<file path="src/rtl/mul_issue_ctrl_if.sv">
// mul_issue_ctrl_if
//   Valid/ready link between the multiplier requester (mul_issue_ctrl) and
//   the M-extension multiplier. The request carries operands and op select,
//   the response carries the 32-bit result.
//
//   mul_a, mul_b   32  operands              (master -> slave)
//   mul_op_sel     2   MUL/MULH/MULHSU/MULHU (master -> slave)
//   mul_in_valid   1   request valid         (master -> slave)
//   mul_in_ready   1   request accepted      (slave -> master)
//   mul_out_valid  1   result valid          (slave -> master)
//   mul_out_ready  1   result consumed       (master -> slave)
//   mul_result     32  result                (slave -> master)
interface mul_issue_ctrl_if;
    logic [31:0] mul_a;
    logic [31:0] mul_b;
    logic [1:0]  mul_op_sel;
    logic        mul_in_valid;
    logic        mul_in_ready;
    logic        mul_out_valid;
    logic        mul_out_ready;
    logic [31:0] mul_result;

    modport master (
        output mul_a, mul_b, mul_op_sel, mul_in_valid, mul_out_ready,
        input  mul_in_ready, mul_out_valid, mul_result
    );

    modport slave (
        input  mul_a, mul_b, mul_op_sel, mul_in_valid, mul_out_ready,
        output mul_in_ready, mul_out_valid, mul_result
    );
endinterface

</file>
<file path="src/rtl/mul_issue_ctrl.sv">
// mul_issue_ctrl
//   Requester side of the M-extension multiplier. Accepts MUL/MULH/MULHSU/MULHU
//   from EX, stalls the pipeline, issues one request over mul_if, consumes the
//   result and returns it as a one-cycle writeback pulse.
//
//   Optional watchdog: define MULDIV_TIMEOUT_EN to bound the time spent waiting
//   for a result (TIMEOUT_CYCLES); expiry pulses err_timeout_o and returns to
//   idle without a writeback. Without the macro there is no counter and
//   err_timeout_o is tied low.
//
// Ports
//   clk, rst_n          clock, async active-low reset
//   ex_valid_i          EX holds an M-type instruction
//   ex_op_i[2:0]        funct3; 1xx (divide) is ignored here
//   ex_rs1_i, ex_rs2_i  operands
//   ex_rd_i             destination register (x0 is ignored)
//   flush_i             kills the in-flight instruction
//   stall_o             hold EX and earlier stages
//   mul_if              multiplier request/response (master side)
//   wb_valid_o          one-cycle writeback pulse
//   wb_rd_o, wb_data_o  writeback register/data, held after the pulse
//   err_timeout_o       one-cycle pulse on watchdog expiry
module mul_issue_ctrl #(
    parameter int TIMEOUT_CYCLES = 64
) (
    input  logic                 clk,
    input  logic                 rst_n,
    input  logic                 ex_valid_i,
    input  logic [2:0]           ex_op_i,
    input  logic [31:0]          ex_rs1_i,
    input  logic [31:0]          ex_rs2_i,
    input  logic [4:0]           ex_rd_i,
    input  logic                 flush_i,
    output logic                 stall_o,
    mul_issue_ctrl_if.master     mul_if,
    output logic                 wb_valid_o,
    output logic [4:0]           wb_rd_o,
    output logic [31:0]          wb_data_o,
    output logic                 err_timeout_o
);

    typedef enum logic [2:0] {
        S_IDLE,
        S_ISSUE,
        S_WAIT,
        S_DRAIN,
        S_WB
    } state_e;

    typedef struct packed {
        logic [31:0] a;
        logic [31:0] b;
        logic [1:0]  op;
        logic [4:0]  rd;
    } req_t;

    state_e      state_q;
    req_t        req_q;
    logic        wb_valid_q;
    logic [4:0]  wb_rd_q;
    logic [31:0] wb_data_q;
    logic        accept;

    // Divide ops and writes to x0 never reach the multiplier.
    assign accept = (state_q == S_IDLE) && ex_valid_i && !ex_op_i[2] &&
                    (ex_rd_i != 5'd0) && !flush_i;

`ifdef MULDIV_TIMEOUT_EN
    localparam int CNT_W = $clog2(TIMEOUT_CYCLES + 1);

    logic [CNT_W-1:0] to_cnt_q;
    logic             err_q;
    logic             to_expire;

    // Counter holds the number of completed WAIT/DRAIN cycles, so the
    // TIMEOUT_CYCLES-th cycle is the one that sees TIMEOUT_CYCLES-1.
    assign to_expire     = (to_cnt_q == CNT_W'(TIMEOUT_CYCLES - 1));
    assign err_timeout_o = err_q;
`else
    // Only the watchdog build needs the timeout length.
    logic unused_cfg;
    assign unused_cfg    = (TIMEOUT_CYCLES != 0);
    assign err_timeout_o = 1'b0;
`endif

    always_ff @(posedge clk or negedge rst_n) begin
        if (!rst_n) begin
            state_q    <= S_IDLE;
            req_q      <= '0;
            wb_valid_q <= 1'b0;
            wb_rd_q    <= 5'd0;
            wb_data_q  <= 32'd0;
`ifdef MULDIV_TIMEOUT_EN
            to_cnt_q   <= '0;
            err_q      <= 1'b0;
`endif
        end else begin
            wb_valid_q <= 1'b0;
`ifdef MULDIV_TIMEOUT_EN
            err_q      <= 1'b0;
`endif
            case (state_q)
                S_IDLE: begin
                    if (accept) begin
                        req_q   <= '{a: ex_rs1_i, b: ex_rs2_i, op: ex_op_i[1:0], rd: ex_rd_i};
                        state_q <= S_ISSUE;
                    end
                end
                S_ISSUE: begin
                    // Flush beats a simultaneous ready: in_valid is already low.
                    if (flush_i) begin
                        state_q <= S_IDLE;
                    end else if (mul_if.mul_in_ready) begin
                        state_q <= S_WAIT;
`ifdef MULDIV_TIMEOUT_EN
                        to_cnt_q <= '0;
`endif
                    end
                end
                S_WAIT: begin
                    if (mul_if.mul_out_valid) begin
                        if (!flush_i) begin
                            wb_valid_q <= 1'b1;
                            wb_rd_q    <= req_q.rd;
                            wb_data_q  <= mul_if.mul_result;
                            state_q    <= S_WB;
                        end else begin
                            state_q <= S_IDLE;
                        end
                    end else if (flush_i) begin
                        // Multiplier still owes us a result; swallow it in DRAIN.
                        state_q <= S_DRAIN;
`ifdef MULDIV_TIMEOUT_EN
                        to_cnt_q <= '0;
                    end else if (to_expire) begin
                        err_q   <= 1'b1;
                        state_q <= S_IDLE;
                    end else begin
                        to_cnt_q <= to_cnt_q + CNT_W'(1);
`endif
                    end
                end
                S_DRAIN: begin
                    if (mul_if.mul_out_valid) begin
                        state_q <= S_IDLE;
`ifdef MULDIV_TIMEOUT_EN
                    end else if (to_expire) begin
                        err_q   <= 1'b1;
                        state_q <= S_IDLE;
                    end else begin
                        to_cnt_q <= to_cnt_q + CNT_W'(1);
`endif
                    end
                end
                S_WB: begin
                    state_q <= S_IDLE;
                end
                default: begin
                    state_q <= S_IDLE;
                end
            endcase
        end
    end

    // Operands/op come straight from the latched request so they stay stable
    // until the result handshake; the multiplier samples op_sel late.
    assign mul_if.mul_a         = req_q.a;
    assign mul_if.mul_b         = req_q.b;
    assign mul_if.mul_op_sel    = req_q.op;
    assign mul_if.mul_in_valid  = (state_q == S_ISSUE) && !flush_i;
    assign mul_if.mul_out_ready = (state_q == S_WAIT) || (state_q == S_DRAIN);

    // In DRAIN a new multiply in EX must wait until the old result is gone.
    assign stall_o = accept || (state_q == S_ISSUE) || (state_q == S_WAIT) ||
                     ((state_q == S_DRAIN) && ex_valid_i && !ex_op_i[2]);

    assign wb_valid_o = wb_valid_q;
    assign wb_rd_o    = wb_rd_q;
    assign wb_data_o  = wb_data_q;

endmodule
</file>
<file path="src/flat_wrapper.sv">
// flat-port wrapper written by rule: the top's interface ports become plain ports
module mul_issue_ctrl_flat 
#(
    parameter int TIMEOUT_CYCLES = 64
)
  (clk, rst_n, ex_valid_i, ex_op_i, ex_rs1_i, ex_rs2_i, ex_rd_i, flush_i, stall_o, wb_valid_o, wb_rd_o, wb_data_o, err_timeout_o, mul_if_mul_a, mul_if_mul_b, mul_if_mul_op_sel, mul_if_mul_in_valid, mul_if_mul_out_ready, mul_if_mul_in_ready, mul_if_mul_out_valid, mul_if_mul_result);
  mul_issue_ctrl_if mul_if_i ();
  input  logic clk;
  input  logic rst_n;
  input  logic ex_valid_i;
  input  logic [2:0] ex_op_i;
  input  logic [31:0] ex_rs1_i;
  input  logic [31:0] ex_rs2_i;
  input  logic [4:0] ex_rd_i;
  input  logic flush_i;
  output logic stall_o;
  output logic wb_valid_o;
  output logic [4:0] wb_rd_o;
  output logic [31:0] wb_data_o;
  output logic err_timeout_o;
  output wire logic [$bits(mul_if_i.mul_a)-1:0] mul_if_mul_a;
  output wire logic [$bits(mul_if_i.mul_b)-1:0] mul_if_mul_b;
  output wire logic [$bits(mul_if_i.mul_op_sel)-1:0] mul_if_mul_op_sel;
  output wire logic [$bits(mul_if_i.mul_in_valid)-1:0] mul_if_mul_in_valid;
  output wire logic [$bits(mul_if_i.mul_out_ready)-1:0] mul_if_mul_out_ready;
  input wire logic [$bits(mul_if_i.mul_in_ready)-1:0] mul_if_mul_in_ready;
  input wire logic [$bits(mul_if_i.mul_out_valid)-1:0] mul_if_mul_out_valid;
  input wire logic [$bits(mul_if_i.mul_result)-1:0] mul_if_mul_result;
  assign mul_if_mul_a = mul_if_i.mul_a;
  assign mul_if_mul_b = mul_if_i.mul_b;
  assign mul_if_mul_op_sel = mul_if_i.mul_op_sel;
  assign mul_if_mul_in_valid = mul_if_i.mul_in_valid;
  assign mul_if_mul_out_ready = mul_if_i.mul_out_ready;
  assign mul_if_i.mul_in_ready = mul_if_mul_in_ready;
  assign mul_if_i.mul_out_valid = mul_if_mul_out_valid;
  assign mul_if_i.mul_result = mul_if_mul_result;
  mul_issue_ctrl #(.TIMEOUT_CYCLES(TIMEOUT_CYCLES)) u_core (.clk(clk), .rst_n(rst_n), .ex_valid_i(ex_valid_i), .ex_op_i(ex_op_i), .ex_rs1_i(ex_rs1_i), .ex_rs2_i(ex_rs2_i), .ex_rd_i(ex_rd_i), .flush_i(flush_i), .stall_o(stall_o), .mul_if(mul_if_i), .wb_valid_o(wb_valid_o), .wb_rd_o(wb_rd_o), .wb_data_o(wb_data_o), .err_timeout_o(err_timeout_o));
endmodule
</file>
<file path="config.mk">
export PLATFORM = sky130hd
export DESIGN_NAME = mul_issue_ctrl_flat
export DESIGN_NICKNAME = d
export VERILOG_FILES = /design/src/rtl/mul_issue_ctrl_if.sv /design/src/rtl/mul_issue_ctrl.sv /design/src/flat_wrapper.sv
export SDC_FILE = /design/constraint.sdc
export NUM_CORES = 1
export LEC_CHECK = 0
export CAP_MARGIN = 20
export CORE_AREA = 10 10 139 141
export DETAILED_ROUTE_END_ITERATION = 6
export DIE_AREA = 0 0 149 151
export GPL_ROUTABILITY_DRIVEN = 0
export GPL_TIMING_DRIVEN = 0
export PLACE_DENSITY = 0.61
export SLEW_MARGIN = 15
export SYNTH_ARGS = -nofsm -noshare
export SYNTH_HDL_FRONTEND = slang
export SYNTH_SLANG_ARGS = --single-unit
</file>
<file path="constraint.sdc">
create_clock -name clk -period 1.7 [get_ports clk]
set_clock_uncertainty 0.05 [all_clocks]
set_input_delay 0.17 -clock clk [delete_from_list [all_inputs] [get_ports clk]]
set_output_delay 0.17 -clock clk [all_outputs]
set_load 0.01 [all_outputs]
</file>
==> results of run 1 <==
registers in the layout, summed over array words and instances, names as in the netlist:
signal / cells
u_core.mul_if.mul_a: 32
u_core.mul_if.mul_b: 32
u_core.mul_if.mul_op_sel: 2
u_core.req_q: 5
u_core.state_q: 3
u_core.wb_data_o: 32
u_core.wb_rd_o: 5
u_core.wb_valid_o: 1
logic make-up after synthesis:
family          Yosys count
mux                     109
simple gates             12
other cells               1
flops                   112
buf+inv                  82
compound gates            8
final cells by class:
class                      count  area (µm²)  share of cell area
multi-input combinational    130        1720               0.209
buffer                        77         703              0.0853
clock inverter                 6        60.1             0.00729
sequential                   112        2800               0.340
tap                          220         275              0.0334
clock buffer                  10         229              0.0278
timing repair buffer         238        2430               0.295
inverter                       4        15.0             0.00182
layout by cell type (no fill, tap or decap), drive strengths merged:
master / n
or3b: 1
nor3b: 2
clkdlybuf4s50: 205
o21ai: 2
and2b: 1
clkinv: 3
dlygate4sd3: 1
nor4: 1
o21bai: 1
clkdlybuf4s15: 1
or4: 1
clkbuf: 10
o211ai: 1
nor3: 1
dlymetal6s2s: 2
bufbuf: 1
mux2: 109
and2: 1
nand2b: 1
nand2: 1
a21oi: 3
buf: 101
clkinvlp: 2
or4b: 1
nor2: 1
dlygate4sd2: 4
conb: 1
dfrtp: 112
inv: 4
bufinv: 1
a221oi: 1
per-layer routing:
layer	vias up	part of all wire	track usage
li1	1542	-	-
met2	131	0.49	0.201
met5	-	0	0
met3	15	0.093	0.0453
met1	1630	0.40	0.143
met4	0	0.015	0.0442
final timing paths:
path                                                  endpoint  slack (ps)
setup / recovery              u_core.wb_data_o[27]$_DFFE_PN0P_        -130
hold / removal                     u_core.req_q[2]$_DFFE_PN0P_         140
setup reg to reg              u_core.wb_data_o[27]$_DFFE_PN0P_        -130
hold reg to reg                u_core.wb_data_o[4]$_DFFE_PN0P_         460
max in group asynchronous        u_core.state_q[1]$_DFFE_PN0P_         600
min in group asynchronous  u_core.mul_if.mul_a[29]$_DFFE_PN0P_         300
report_power, final:
part	switching, mW	internal (mW)
registers	0.436	3.45
logic	1.28	2.95
clock network	0.975	1.14
total	2.69	7.55
timing repair:
item                                   in CTS  in global routing
gates cloned                                3                  0
hold buffers                                1                  0
resized for setup                          38                 30
endpoints found under the hold margin      55                  0
buffers inserted                           14                  4
setup endpoints to repair                 112                112
pin swaps                                   4                  6
==> impl_metrics.json, run 1 <==
{
  "area_growth_pct": 70.2,
  "synth_top_family_by_area": "multiplexers",
  "synthMuxAreaShare": 0.260,
  "cts_root_buf": "clkbuf_16",
  "grt_setup_unrepaired": "yes",
  "drive_gt1_frac": 0.416,
  "maxSlewHeadroom": 0.632,
  "worst-path-stages": 6,
  "clkTransAtPathRegs_ps": 70,
  "startpoint": "u_core.state_q[2]$_DFFE_PN0P_",
  "fp-row-count": 47,
  "hp-start": "ex_rd_i[2]",
  "cts_tree": "built",
  "fin_area_um2": 8240,
  "netlist_top_cells_area": "dfrtp_1, mux2_2, buf_4",
  "synth_flop_cell": "dfrtp_1",
  "drt_iter0_markers": 82,
  "dieArea_um2": 22500,
  "synth.distinct_cells": 26,
  "power_mw": 10.2,
  "port_buffers": 216,
  "syn_nets": 434,
  "yosysSeqAreaShare": 0.579,
  "synth-compound-area-share": 0.0137,
  "final.setup.worst_slack_ps": -128,
  "cts_sinks": 112,
  "hold_depth": 2,
  "worst_setup_path_end_kind": "register",
  "drt-total-wl_um": 14100,
  "synthesis.instances": 324,
  "finalNetCount": 682,
  "worstMarginPinSlew_ps": 552,
  "layout.cells.non_filler": 797,
  "clk_latency_ps": 340,
  "required_ps": 1880,
  "overflow": 0,
  "remaining_drc_errors": 0,
  "cap_violations": 0,
  "yosys.area_share.simple": 0.0178,
  "synth_top_cells_by_count": "dfrtp_1, mux2_2, buf_4",
  "path_max_fanout": 5,
  "fillCellCount": 1413,
  "initial_core_util": 0.294,
  "cp_slowest_cell": "dfrtp_1",
  "timing.rr.start": "u_core.state_q[2]$_DFFE_PN0P_",
  "power_leakage_nw": 3.92,
  "worstSetupPathType": "register to register",
  "ant_nets": 0,
  "netlist_area_um2": 4840,
  "yosysMostFrequentCell": "dfrtp_1",
  "finalHoldViolations": 0,
  "async_reset_ff_frac": 1.00,
  "critPathBufInv": 2,
  "yosysTopAreaCell": "dfrtp_1",
  "hp-class": "input pin to register",
  "vias_per_cell": 4.16,
  "wl_per_cell_um": 17.7,
  "syn_avg_cell_area_um2": 14.9,
  "synth_edf_count": 0,
  "ios": 218,
  "antenna_cells": 0,
  "cts_buffers": 9,
  "placed_cell_area_um2": 7550,
  "period_needed_ps": 1830,
  "cts_max_level": 3,
  "grt_use_total": 0.122,
  "power.density_nw_per_um2": 1240,
  "dp.cells": 761,
  "clockBufferDepth": 2,
  "num_vias": 3318,
  "final-setup-viol-count": 62,
  "grt_pass1_wl_um": 21400,
  "period_share": 1.08,
  "hold_ws_ps": 140,
  "grt_max_degree": 58,
  "synth-xor-area-share": 0,
  "grt_pass1_vias": 3719,
  "arrival_ps": 2010,
  "status": "complete, but fails checks",
  "synth_fa_ha_area_frac": 0,
  "path_common_cell": "buf_12",
  "setup.worst_path.start_class": "register",
  "vdd_ir_drop_max_mv": 0.647,
  "maxSlewViolCount": 0,
  "dieWidth_um": 149,
  "antenna_found_initial": 0,
  "coreArea_um2": 16500,
  "max_freq_mhz": 547,
  "ys_ff_latch": 112,
  "violations": "negative setup slack",
  "drtPass1Iterations": 4,
  "dp_hpwl_um": 10500,
  "synth_top_area_share": 0.579,
  "worst-r2r-cell-count": 6,
  "place_ws_ps": -816,
  "fp.dieH_um": 151,
  "synth_warnings": 0,
  "slowest_delay_ps": 400,
  "fin_util": 0.500,
  "cp_cell_sequence": "and2b_2 > nand2_2 > or3b_4 > buf_12 > buf_12 > mux2_4",
  "crit_family": "simple AND/OR/NAND/NOR gates",
  "setup_tns_ps": -3800
}
No activity file was read; power rests on OpenSTA's default activity.
==> run 2: changes to the inputs <==
--- a/config.mk
+++ b/config.mk
@@ -6,9 +6,9 @@
 export NUM_CORES = 1
 export LEC_CHECK = 0
 export CAP_MARGIN = 20
-export CORE_AREA = 10 10 139 141
+export CORE_AREA = 2 2 131 133
 export DETAILED_ROUTE_END_ITERATION = 6
-export DIE_AREA = 0 0 149 151
+export DIE_AREA = 0 0 133 135
 export GPL_ROUTABILITY_DRIVEN = 0
 export GPL_TIMING_DRIVEN = 0
 export PLACE_DENSITY = 0.61
==> impl_metrics.json, run 2 (same netlist as run 1, synthesis figures left out) <==
{
  "status": "complete, but fails checks",
  "violations": "negative setup slack",
  "hold_ws_ps": 71.6,
  "num_vias": 3259,
  "hold_depth": 2,
  "cts_root_buf": "clkbuf_16",
  "final_cell_mix": "clkdlybuf4s50_1, dfrtp_1, buf_4, mux2_4, mux2_2",
  "drive_gt1_frac": 0.421,
  "worst-r2r-cell-count": 6,
  "finalHoldViolations": 0,
  "finalNetCount": 685,
  "cts_max_level": 3,
  "area_growth_pct": 72.4,
  "cts_tree": "built",
  "dieArea_um2": 18000,
  "antenna_found_initial": 0,
  "grt_max_degree": 66,
  "grt_use_total": 0.133,
  "dieWidth_um": 133,
  "period_share": 1.08,
  "setup_tns_ps": -3050,
  "drt_iter0_markers": 34,
  "place_ws_ps": -810,
  "power_mw": 10.3,
  "clk_latency_ps": 340,
  "cts_buffers": 9,
  "wl_per_cell_um": 15.0,
  "initial_core_util": 0.295,
  "maxSlewViolCount": 0,
  "power_leakage_nw": 3.94,
  "grt_pass1_wl_um": 18700,
  "layout.cells.non_filler": 800,
  "required_ps": 1880,
  "fp-row-count": 47,
  "hp-class": "input pin to register",
  "overflow": 0,
  "port_buffers": 216,
  "clockBufferDepth": 2,
  "fillCellCount": 1378,
  "antenna_cells": 0,
  "period_needed_ps": 1830,
  "path_max_fanout": 5,
  "setup.worst_path.start_class": "register",
  "drtPass1Iterations": 6,
  "cts_sinks": 112,
  "ant_nets": 0,
  "grt_setup_unrepaired": "yes",
  "final_common_cell": "clkdlybuf4s50_1",
  "power.density_nw_per_um2": 1230,
  "remaining_drc_errors": 0,
  "dp.cells": 761,
  "cap_violations": 0,
  "vdd_ir_drop_max_mv": 0.640,
  "worst_setup_path_end_kind": "register",
  "drt-total-wl_um": 12000,
  "clkTransAtPathRegs_ps": 70,
  "worstSetupPathType": "register to register",
  "fp.dieH_um": 135,
  "vias_per_cell": 4.07,
  "ios": 218,
  "final.setup.worst_slack_ps": -133,
  "grt_pass1_vias": 3551,
  "coreArea_um2": 16400,
  "final-setup-viol-count": 45,
  "dp_hpwl_um": 8750,
  "max_freq_mhz": 546,
  "arrival_ps": 2010
}
-- run 2: changes by cell type in the layout (fill, tap and decap cells not counted), moves of 5 or more --
cell,previous run,this run
mux2_2,32,40
mux2_4,77,69
clkbuf_16,9,15
buf_4,80,75
-- run 2: per-stage QoR --
| stage | instance area (µm²) | utilization |
|---|---|---|
| floorplan | 5080 | - |
| CTS | 8110 | 0.494 |
| detailed placement | 7550 | 0.460 |
| global route | 8350 | 0.509 |
| finish | 8350 | 0.509 |
| global placement | 7520 | 0.458 |
-- run 2: repair_timing --
item,4_1_cts,5_1_grt
hold buffers,1,0
cloned,2,6
pin swaps,4,6
endpoints found under the hold margin,47,0
setup buffers,11,4
resized for setup,37,22
endpoints found under the setup margin,112,111
-- run 2: final timing paths --
| path | startpoint | endpoint | slack [ps] |
|---|---|---|---|
| max | u_core.state_q[2]$_DFFE_PN0P_ | u_core.wb_data_o[26]$_DFFE_PN0P_ | -130 |
| min | ex_rd_i[0] | u_core.req_q[0]$_DFFE_PN0P_ | 70 |
| max reg2reg | u_core.state_q[2]$_DFFE_PN0P_ | u_core.wb_data_o[26]$_DFFE_PN0P_ | -130 |
| min reg2reg | u_core.wb_data_o[18]$_DFFE_PN0P_ | u_core.wb_data_o[18]$_DFFE_PN0P_ | 460 |
| max in group asynchronous | rst_n | u_core.state_q[2]$_DFFE_PN0P_ | 640 |
| min in group asynchronous | rst_n | u_core.wb_data_o[12]$_DFFE_PN0P_ | 270 |
-- run 2: layout make-up --
cell class	instances	area (µm²)	share of cell area
multi-input combinational	130	1670	0.201
clock buffer	11	253	0.0303
timing repair buffer	241	2570	0.308
clock inverter	5	62.6	0.00749
sequential	112	2810	0.336
buffer	77	693	0.0830
inverter	4	15.0	0.00180
tap	220	275	0.0330
-- run 2: per-layer routing --
metal | wire (µm) | global-route usage | vias up
li1 | - | - | 1548
met1 | 5070 | 0.166 | 1573
met2 | 5990 | 0.220 | 124
met3 | 765 | 0.0364 | 14
met4 | 188 | 0.0484 | 0
met5 | 0 | 0 | -
-- run 2: worst max-delay path, stage by stage, from the launching register on --
cell,delay [ps]
dfrtp_2,400
and2b_2,220
nand2_2,50
or3b_4,400
buf_12,160
clkbuf_16,150
mux2_4,280
-- run 2: power breakdown --
part / total [mW] / leakage (nW) / internal (mW) / switching (mW)
Clock: 2.24 / 0.154 / 1.24 / 0.997
Combinational: 4.17 / 2.43 / 2.95 / 1.22
Sequential: 3.88 / 1.36 / 3.45 / 0.428
Total: 10.3 / 3.94 / 7.64 / 2.65
